File: config.mk
export PLATFORM = sky130hd
export DESIGN_NAME = tap_shifter
export DESIGN_NICKNAME = d
export VERILOG_FILES = /design/src/rtl/tap_shifter.sv
export SDC_FILE = /design/constraint.sdc
export NUM_CORES = 1
export LEC_CHECK = 0
export ABC_AREA = 0
export BUFFER_PORTS_ARGS = -buffer_cell sky130_fd_sc_hd__buf_2
export CAP_MARGIN = 20
export CORE_MARGIN = 3
export CORE_UTILIZATION = 54
export DETAILED_ROUTE_END_ITERATION = 8
export GPL_ROUTABILITY_DRIVEN = 0
export GPL_TIMING_DRIVEN = 0
export PLACE_DENSITY_LB_ADDON = 0.08
export SLEW_MARGIN = 20
export SYNTH_ARGS = -nofsm -noshare
export SYNTH_HDL_FRONTEND = slang
export SYNTH_SLANG_ARGS = --single-unit
File: constraint.sdc
create_clock -name clk -period 2.3 [get_ports clk]
set_clock_uncertainty 0.2 [all_clocks]
set_input_delay 0.23 -clock clk [delete_from_list [all_inputs] [get_ports clk]]
set_output_delay 0.23 -clock clk [all_outputs]
set_load 0.05 [all_outputs]
File: src/rtl/tap_shifter.sv
`default_nettype none
// ============================================================================
// Module   : tap_shifter
// Purpose  : Sample delay line that writes the parallel taps window used by
//            the wavelet fir bank. Samples arrive over a valid/ready
//            handshake. Each accepted sample shifts into an NUM_ELEM-deep
//            chain. A one-cycle strobe marks the window as full and fresh.
//
// Ports    : clk           in   sole clock, rising edge
//            rst_n         in   asynchronous active-low reset
//            i_sample      in   BITS_PER_ELEM two's-complement sample
//            i_valid       in   i_sample is offered
//            o_ready       out  sample accepted this cycle if i_valid
//            i_flush       in   single-cycle request to zero the window
//            taps          out  packed window; element k = sample k accepts ago
//            o_taps_valid  out  one-cycle strobe: taps full and fresh
//            o_fill        out  valid element count, saturating at NUM_ELEM
//
// Option   : TAP_DECIM_EN  when defined, the strobe is decimated by DECIM
//                          while the window stays full. When undefined,
//                          DECIM is ignored.
//
// Revision : 1.0  initial release
// ============================================================================
module tap_shifter #(
    parameter int BITS_PER_ELEM = 8,
    parameter int NUM_ELEM      = 7,
    parameter int DECIM         = 2
) (
    input  logic                               clk,
    input  logic                               rst_n,
    input  logic [BITS_PER_ELEM-1:0]           i_sample,
    input  logic                               i_valid,
    output logic                               o_ready,
    input  logic                               i_flush,
    output logic [NUM_ELEM*BITS_PER_ELEM-1:0]  taps,
    output logic                               o_taps_valid,
    output logic [$clog2(NUM_ELEM+1)-1:0]      o_fill
);

    localparam int c_FW  = $clog2(NUM_ELEM + 1);
    localparam int c_CW  = (NUM_ELEM > 1) ? $clog2(NUM_ELEM) : 1;
    localparam int c_TW  = NUM_ELEM * BITS_PER_ELEM;

    // Fill value just before the window becomes complete.
    localparam logic [c_FW-1:0] c_FILL_LAST  = c_FW'(NUM_ELEM - 1);
    // Last flush cycle index (counter runs 0..NUM_ELEM-1).
    localparam logic [c_CW-1:0] c_FLUSH_LAST = c_CW'(NUM_ELEM - 1);

    // A decimation factor below 1 has no meaning. This block is left empty
    // on purpose: it only exists so that a bad DECIM is easy to spot here.
    if (DECIM < 1) begin : g_decim_range_check
    end

    typedef enum logic [1:0] {
        ST_FILL  = 2'd0,
        ST_RUN   = 2'd1,
        ST_FLUSH = 2'd2
    } state_t;

    state_t                 state_q,       state_d;
    logic [c_TW-1:0]        taps_q,        taps_d;
    logic [c_FW-1:0]        fill_q,        fill_d;
    logic [c_CW-1:0]        flush_cnt_q,   flush_cnt_d;
    logic                   ready_q,       ready_d;
    logic                   taps_valid_q,  taps_valid_d;

    logic                   w_accept;

    // o_ready is registered, so it is already 0 throughout FLUSH. That
    // gives the "i_valid ignored while flushing" behaviour for free.
    assign w_accept = i_valid && ready_q;

    // Element k takes element k-1. Element 0 takes the new value, and the
    // oldest element falls off the end.
    function automatic logic [c_TW-1:0] shift_in(
        input logic [c_TW-1:0]          win,
        input logic [BITS_PER_ELEM-1:0] smp
    );
        logic [c_TW-1:0] res;
        res = win;
        for (int k = NUM_ELEM - 1; k > 0; k--) begin
            res[BITS_PER_ELEM*k +: BITS_PER_ELEM] =
                win[BITS_PER_ELEM*(k-1) +: BITS_PER_ELEM];
        end
        res[0 +: BITS_PER_ELEM] = smp;
        return res;
    endfunction

`ifdef TAP_DECIM_EN
    localparam int c_DW = (DECIM > 1) ? $clog2(DECIM) : 1;
    localparam logic [c_DW-1:0] c_DECIM_LAST = c_DW'(DECIM - 1);

    logic [c_DW-1:0] decim_cnt_q, decim_cnt_d;
    logic [c_DW-1:0] w_decim_next;

    // Modulo-DECIM accept counter. It wraps to 0 on every DECIM-th accept
    // after the filling accept, and that wrap is when the strobe fires.
    assign w_decim_next = (decim_cnt_q == c_DECIM_LAST) ? '0
                                                        : decim_cnt_q + 1'b1;
`endif

    // ------------------------------------------------------------------
    // Next-state and datapath logic
    // ------------------------------------------------------------------
    always_comb begin
        state_d      = state_q;
        taps_d       = taps_q;
        fill_d       = fill_q;
        flush_cnt_d  = flush_cnt_q;
        ready_d      = ready_q;
        taps_valid_d = 1'b0;
`ifdef TAP_DECIM_EN
        decim_cnt_d  = decim_cnt_q;
`endif

        if (i_flush) begin
            // A flush overrides everything. If an accept coincides with it,
            // the handshake completes but the sample is dropped and no
            // strobe is issued. During FLUSH, the zero shift of this cycle
            // still happens and the cycle count restarts.
            state_d     = ST_FLUSH;
            fill_d      = '0;
            flush_cnt_d = '0;
            ready_d     = 1'b0;
            if (state_q == ST_FLUSH) begin
                taps_d = shift_in(taps_q, '0);
            end
`ifdef TAP_DECIM_EN
            decim_cnt_d = '0;
`endif
        end else begin
            case (state_q)
                ST_FILL: begin
                    ready_d = 1'b1;
                    if (w_accept) begin
                        taps_d = shift_in(taps_q, i_sample);
                        fill_d = fill_q + 1'b1;
                        if (fill_q == c_FILL_LAST) begin
                            state_d      = ST_RUN;
                            taps_valid_d = 1'b1;
`ifdef TAP_DECIM_EN
                            decim_cnt_d  = '0;
`endif
                        end
                    end
                end

                ST_RUN: begin
                    ready_d = 1'b1;
                    if (w_accept) begin
                        taps_d = shift_in(taps_q, i_sample);
`ifdef TAP_DECIM_EN
                        decim_cnt_d  = w_decim_next;
                        taps_valid_d = (w_decim_next == '0);
`else
                        taps_valid_d = 1'b1;
`endif
                    end
                end

                ST_FLUSH: begin
                    // One zero shifts in per cycle. After NUM_ELEM cycles,
                    // every element has been overwritten.
                    taps_d = shift_in(taps_q, '0);
                    if (flush_cnt_q == c_FLUSH_LAST) begin
                        state_d     = ST_FILL;
                        flush_cnt_d = '0;
                        ready_d     = 1'b1;
                    end else begin
                        flush_cnt_d = flush_cnt_q + 1'b1;
                        ready_d     = 1'b0;
                    end
                end

                default: begin
                    // Unreachable encoding: recover to an empty window.
                    state_d     = ST_FILL;
                    taps_d      = '0;
                    fill_d      = '0;
                    flush_cnt_d = '0;
                    ready_d     = 1'b1;
                end
            endcase
        end
    end

    // ------------------------------------------------------------------
    // State registers
    // ------------------------------------------------------------------
    always_ff @(posedge clk or negedge rst_n) begin
        if (!rst_n) begin
            state_q      <= ST_FILL;
            taps_q       <= '0;
            fill_q       <= '0;
            flush_cnt_q  <= '0;
            ready_q      <= 1'b1;
            taps_valid_q <= 1'b0;
        end else begin
            state_q      <= state_d;
            taps_q       <= taps_d;
            fill_q       <= fill_d;
            flush_cnt_q  <= flush_cnt_d;
            ready_q      <= ready_d;
            taps_valid_q <= taps_valid_d;
        end
    end

`ifdef TAP_DECIM_EN
    always_ff @(posedge clk or negedge rst_n) begin
        if (!rst_n) begin
            decim_cnt_q <= '0;
        end else begin
            decim_cnt_q <= decim_cnt_d;
        end
    end
`endif

    assign taps         = taps_q;
    assign o_fill       = fill_q;
    assign o_ready      = ready_q;
    assign o_taps_valid = taps_valid_q;

endmodule
`default_nettype wire

After elaboration in Yosys (flattened, before gate mapping). Cells that the tools add are included.

Register bits after elaboration: 66. Input bits: 12.

$add $sub $neg: 2. Equal/unequal tests: 12. Muxes and demuxes: 23. Reduce and logical (&&, ||, !) cells: 7.

Operators with widths (number): two-way mux 56 bit (3); one-hot mux 56 bit (2 select lines) (1); two-way mux 3 bit (4); one-hot mux 3 bit (2 select lines) (2); two-way mux 2 bit (4); two-way mux 1 bit (7); adder 3 x 1 -> 3 bit (second input constant) (2); == test 3 bit (second input constant) (2); != test 2 x 1 -> 1 bit (second input constant) (3); != test 3 bit (second input constant) (2); one-hot mux 2 bit (3 select lines) (1); AND reduction 2 bit (2); AND reduction 4 bit (1); OR reduction 2 bit (2); != test 3 x 1 -> 1 bit (second input constant) (1); != test 3 x 2 -> 1 bit (second input constant) (1); == test 2 x 1 -> 1 bit (second input constant) (1); == test 2 bit (second input constant) (1); zero test 2 bit (1); != test 2 bit (second input constant) (1); one-hot mux 1 bit (2 select lines) (1); logical AND 1 bit (1).

Logic depth before layout (Yosys ltp).
Word-level depth: 5. Gate-level depth with buffers: 8.

Worst setup path before layout. No wires, ideal clock.

Kind: reg-to-reg. From: register state_q[0]. To: register taps_q[16], in the netlist taps[16]. Library setup time: 0.078 ns. Arrival time: 1.745 ns. Data required time: 2.022 ns. Slack: 0.277 ns. Stages on the path, launching flop included: 9. Path buffers: 2. Path through: dfrtp_1 > inv_1 > ha_1 > buf_4 > or3b_1 > a21oi_4 > buf_6 > a221oi_1 > a21oi_1.

Cells in the longest elaborated chain, start to end: 4. Elaborated cells on any way between the ends: 9. Classes of those cells: eq/ne (4); mux (2); reduce/logical (3).

Ends and longest elaborated chain: start, declared (RTL line 61) `state_t state_q, state_d;`; start signal, assigned (RTL line 200) `state_q <= state_d;`; == test 2 x 1 -> 1 bit / zero test 2 bit (equally long branches) (RTL line 133) `case (state_q)`; OR reduction 2 bit (no source line); one-hot mux 56 bit (2 select lines) / != test 3 x 1 -> 1 bit (equally long branches); two-way mux 56 bit / AND reduction 2 bit (equally long branches); end signal, assigned (RTL line 201) `taps_q <= taps_d;`; end, declared (RTL line 62) `logic [c_TW-1:0] taps_q, taps_d;`.

Parallel ways exist; a longest one is shown, timed or not. A chain may end at the register's enable or synchronous reset.

Worst setup path in the final report.
From: register state_q[0]. To: register taps_q[41], in the netlist taps[41].

Same word-level chain as after synthesis.

==> summary.txt <==
Timing
  – Post-route setup slack: around 130 ps
  – Slew headroom: 0.526
  – Tmin final: between 2000 and 2500 ps
  – Worst-Margin Slew: approximately 700 ps
  – Max Clk Rate: between 0.4 and 0.5 GHz
  – RSZ-0062 raised after global routing: no
  – Worst hold slack: 131 ps
  – Max-slew violations: 0
  – Setup violations, final: 0
  – Hold Vio Cnt, Final: 0
  – Final period utilization: 0.945

Global route
  – Vias in the first global route: between 2000 and 3000
  – Initial antenna violation count: 0
  – GRT overflow: 0
  – All-layer global routing usage: 0.248
  – First-pass GRT wire length: between 10000 and 15000 um
  – Largest net degree at the start of global routing: between 40 and 50

Finish
  – Layout net count: 430
  – End-of-flow core utilization: 0.693
  – Non-filler cells, final: 492
  – Fillers: between 400 and 500
  – Area delta synth->final: 22.7%
  – Share of layout cells above drive strength 1: 0.264
  – N_diodes: 0

Detailed routing
  – Residual DRC count: 0
  – Via Count: 3000
  – DR iter-0 viols: 139
  – Drt pass-1 iters: 4
  – Routed wire length: 8590 um
  – Antenna viol nets, final: 0
  – Via/cell ratio: slightly above 6
  – WL per Instance: approximately 17 um

Critical path
  – Critical Path, Cell by Cell: inv_2, ha_1, buf_4, buf_6, clkbuf_1, mux2i_1, a21oi_1
  – CP Data Arrival Time: around 2200 ps
  – Startpoint Class: flop
  – WP data required: 2300 ps
  – Buf+Inv Stages, Crit Path: 4
  – CP Max Fanout: 10
  – Type of destination of the critical path: flop
  – Critical path start-end classification: reg -> reg
  – Worst path slowest cell: clkbuf_1
  – Top delay family on crit path: buffers and inverters
  – Reg-to-reg slack, setup: between 100 and 150 ps
  – CP max stage delay: 560 ps

Yosys
  – Post-synth cell types: 34
  – Net Count, Synth: 336
  – Post-synth EDFFs: 0
  – Cell area after synthesis: ~3400 um^2
  – Async SR Flop Fraction: 1.00
  – Sequential share of the synthesized area: 0.486
  – Average size of a mapped cell: 10.7 um^2
  – Synth Instances: 318
  – Top FF cell, synth: dfrtp_1
  – Synthesis-stage register bit count: 66
  – Yosys warning total: 0

Die
  – Die area: roughly 7300 um^2
  – Num rows: 28
  – Die Ht: around 85 um
  – CORE AREA: around 6000 um^2
  – IO Count: 73
  – Initial Util: 0.564
  – Die X: ~85 um

Clock tree
  – Root buf cell: clkbuf_8
  – TritonCTS Buffers: 9
  – Max Buffers Root-to-Sink: 2
  – Clk Latency, worst-skew pair: 330 ps
  – Worst-path clk slew: around 70 ps
  – Clock sink count: 66
  – CTS tree: built
  – Max H-tree Level: 3

Job
  – Max Cap Violations: 0

Placed design
  – DP Worst Slack: -123 ps
  – Port bufs: slightly above 70
  – Hpwl dp: 5810 um
  – Placed cell count: ~470

Hold path
  – Min-delay worst type: in -> reg

Run status
  – Outcome: finished clean
-- cells in the final DEF, fill, tap and decap left out, drive strengths merged, types with 2 or more instances in the layout --
master       synthesis  routed
buf                 10      84
dfrtp               65      65
a21oi               51      51
mux2i               46      46
a221oi              46      46
clkbuf              19      32
nand2               19      19
o21ai               13      13
nor2                 9       9
dlygate4sd3          0       9
ha                   6       6
inv                  5       5
nor3                 5       5
a31oi                3       3
nand2b               2       2
nand3                2       2
a21o                 2       2
mux2                 2       2
a22o                 2       2
clkinv               0       2
-- final timing paths --
check                           start            to  cells after the start
max in group asynchronous       rst_n       o_ready                      3
min in group asynchronous       rst_n      taps[45]                      2
setup / recovery           state_q[0]      taps[41]                      7
setup reg to reg           state_q[0]      taps[41]                      7
hold reg to reg              taps[54]      taps[54]                      1
hold / removal                i_valid  o_taps_valid                      3
-- layer usage --
metal	vias up	global-route usage	share of wire
met4	0	0.0921	0.0099
met2	82	0.397	0.49
li1	1423	-	-
met5	-	0	0
met1	1488	0.342	0.45
met3	7	0.0379	0.047
-- through the flow --
stage          instance area [um^2]  TNS (ps)
6_report                       4170         0
2_1_floorplan                  3400         0
4_1_cts                        4130         0
3_5_place_dp                   3870     -3580
5_1_grt                        4170         0
3_3_place_gp                   3850     -96.3
-- flip-flops by register name (all words and copies together), names as in the netlist --
signal        flops
o_taps_valid      1
o_fill            3
taps             56
state_q           2
o_ready           1
flush_cnt_q       3
-- Yosys cell counts (2+ instances only) --
library cell,n,area [um^2]
a31oi_1,3,18.8
a221oi_1,46,403
nand2b_1,2,12.5
nor2_1,9,33.8
a21o_1,2,15.0
mux2i_1,46,460
nor3_1,5,25.0
nand3_1,2,10.0
dfrtp_1,65,1630
buf_2,3,15.0
buf_6,5,56.3
inv_1,5,18.8
mux2_2,2,22.5
o21ai_1,8,40.0
ha_1,6,75.1
clkbuf_1,19,71.3
o21ai_0,5,25.0
a21oi_1,50,250
nand2_1,19,71.3
a22o_1,2,17.5
-- cell type report --
class,count,area [um^2],area share
inverters,5,18.8,0.00450
repair buffers,83,495,0.119
flip-flops and latches,66,1650,0.396
well taps,75,93.8,0.0225
plain buffers,29,168,0.0402
multi-input cells,218,1590,0.381
clock inverters,3,17.5,0.00420
clock buffers,13,139,0.0333
-- worst register-to-register path: stages, from the launching register on --
cell,delay (ps)
dfrtp_1,410
inv_2,90
ha_1,140
buf_4,140
buf_6,170
clkbuf_1,560
mux2i_1,260
a21oi_1,90
-- cells by family (layout without fill, tap and decap cells) --
kind of cell / count (synthesis) / in the layout / synth area share
compound gates: 123 / 123 / 0.245
fa+ha+maj: 6 / 6 / 0.0221
buf+inv: 34 / 133 / 0.0508
flops: 66 / 66 / 0.486
mux: 48 / 48 / 0.142
simple gates: 41 / 41 / 0.0537
-- repair_timing --
item | in CTS | in global routing
pin swaps | 0 | 1
setup endpoints to repair | 42 | 48
buffers inserted | 0 | 2
hold buffers | 9 | 0
endpoints found under the hold margin | 73 | 0
gates resized for setup | 5 | 12
Power is left out: the tool's default activity adds up to more than one toggle a clock period on the data nets, which glitch-free logic cannot reach.
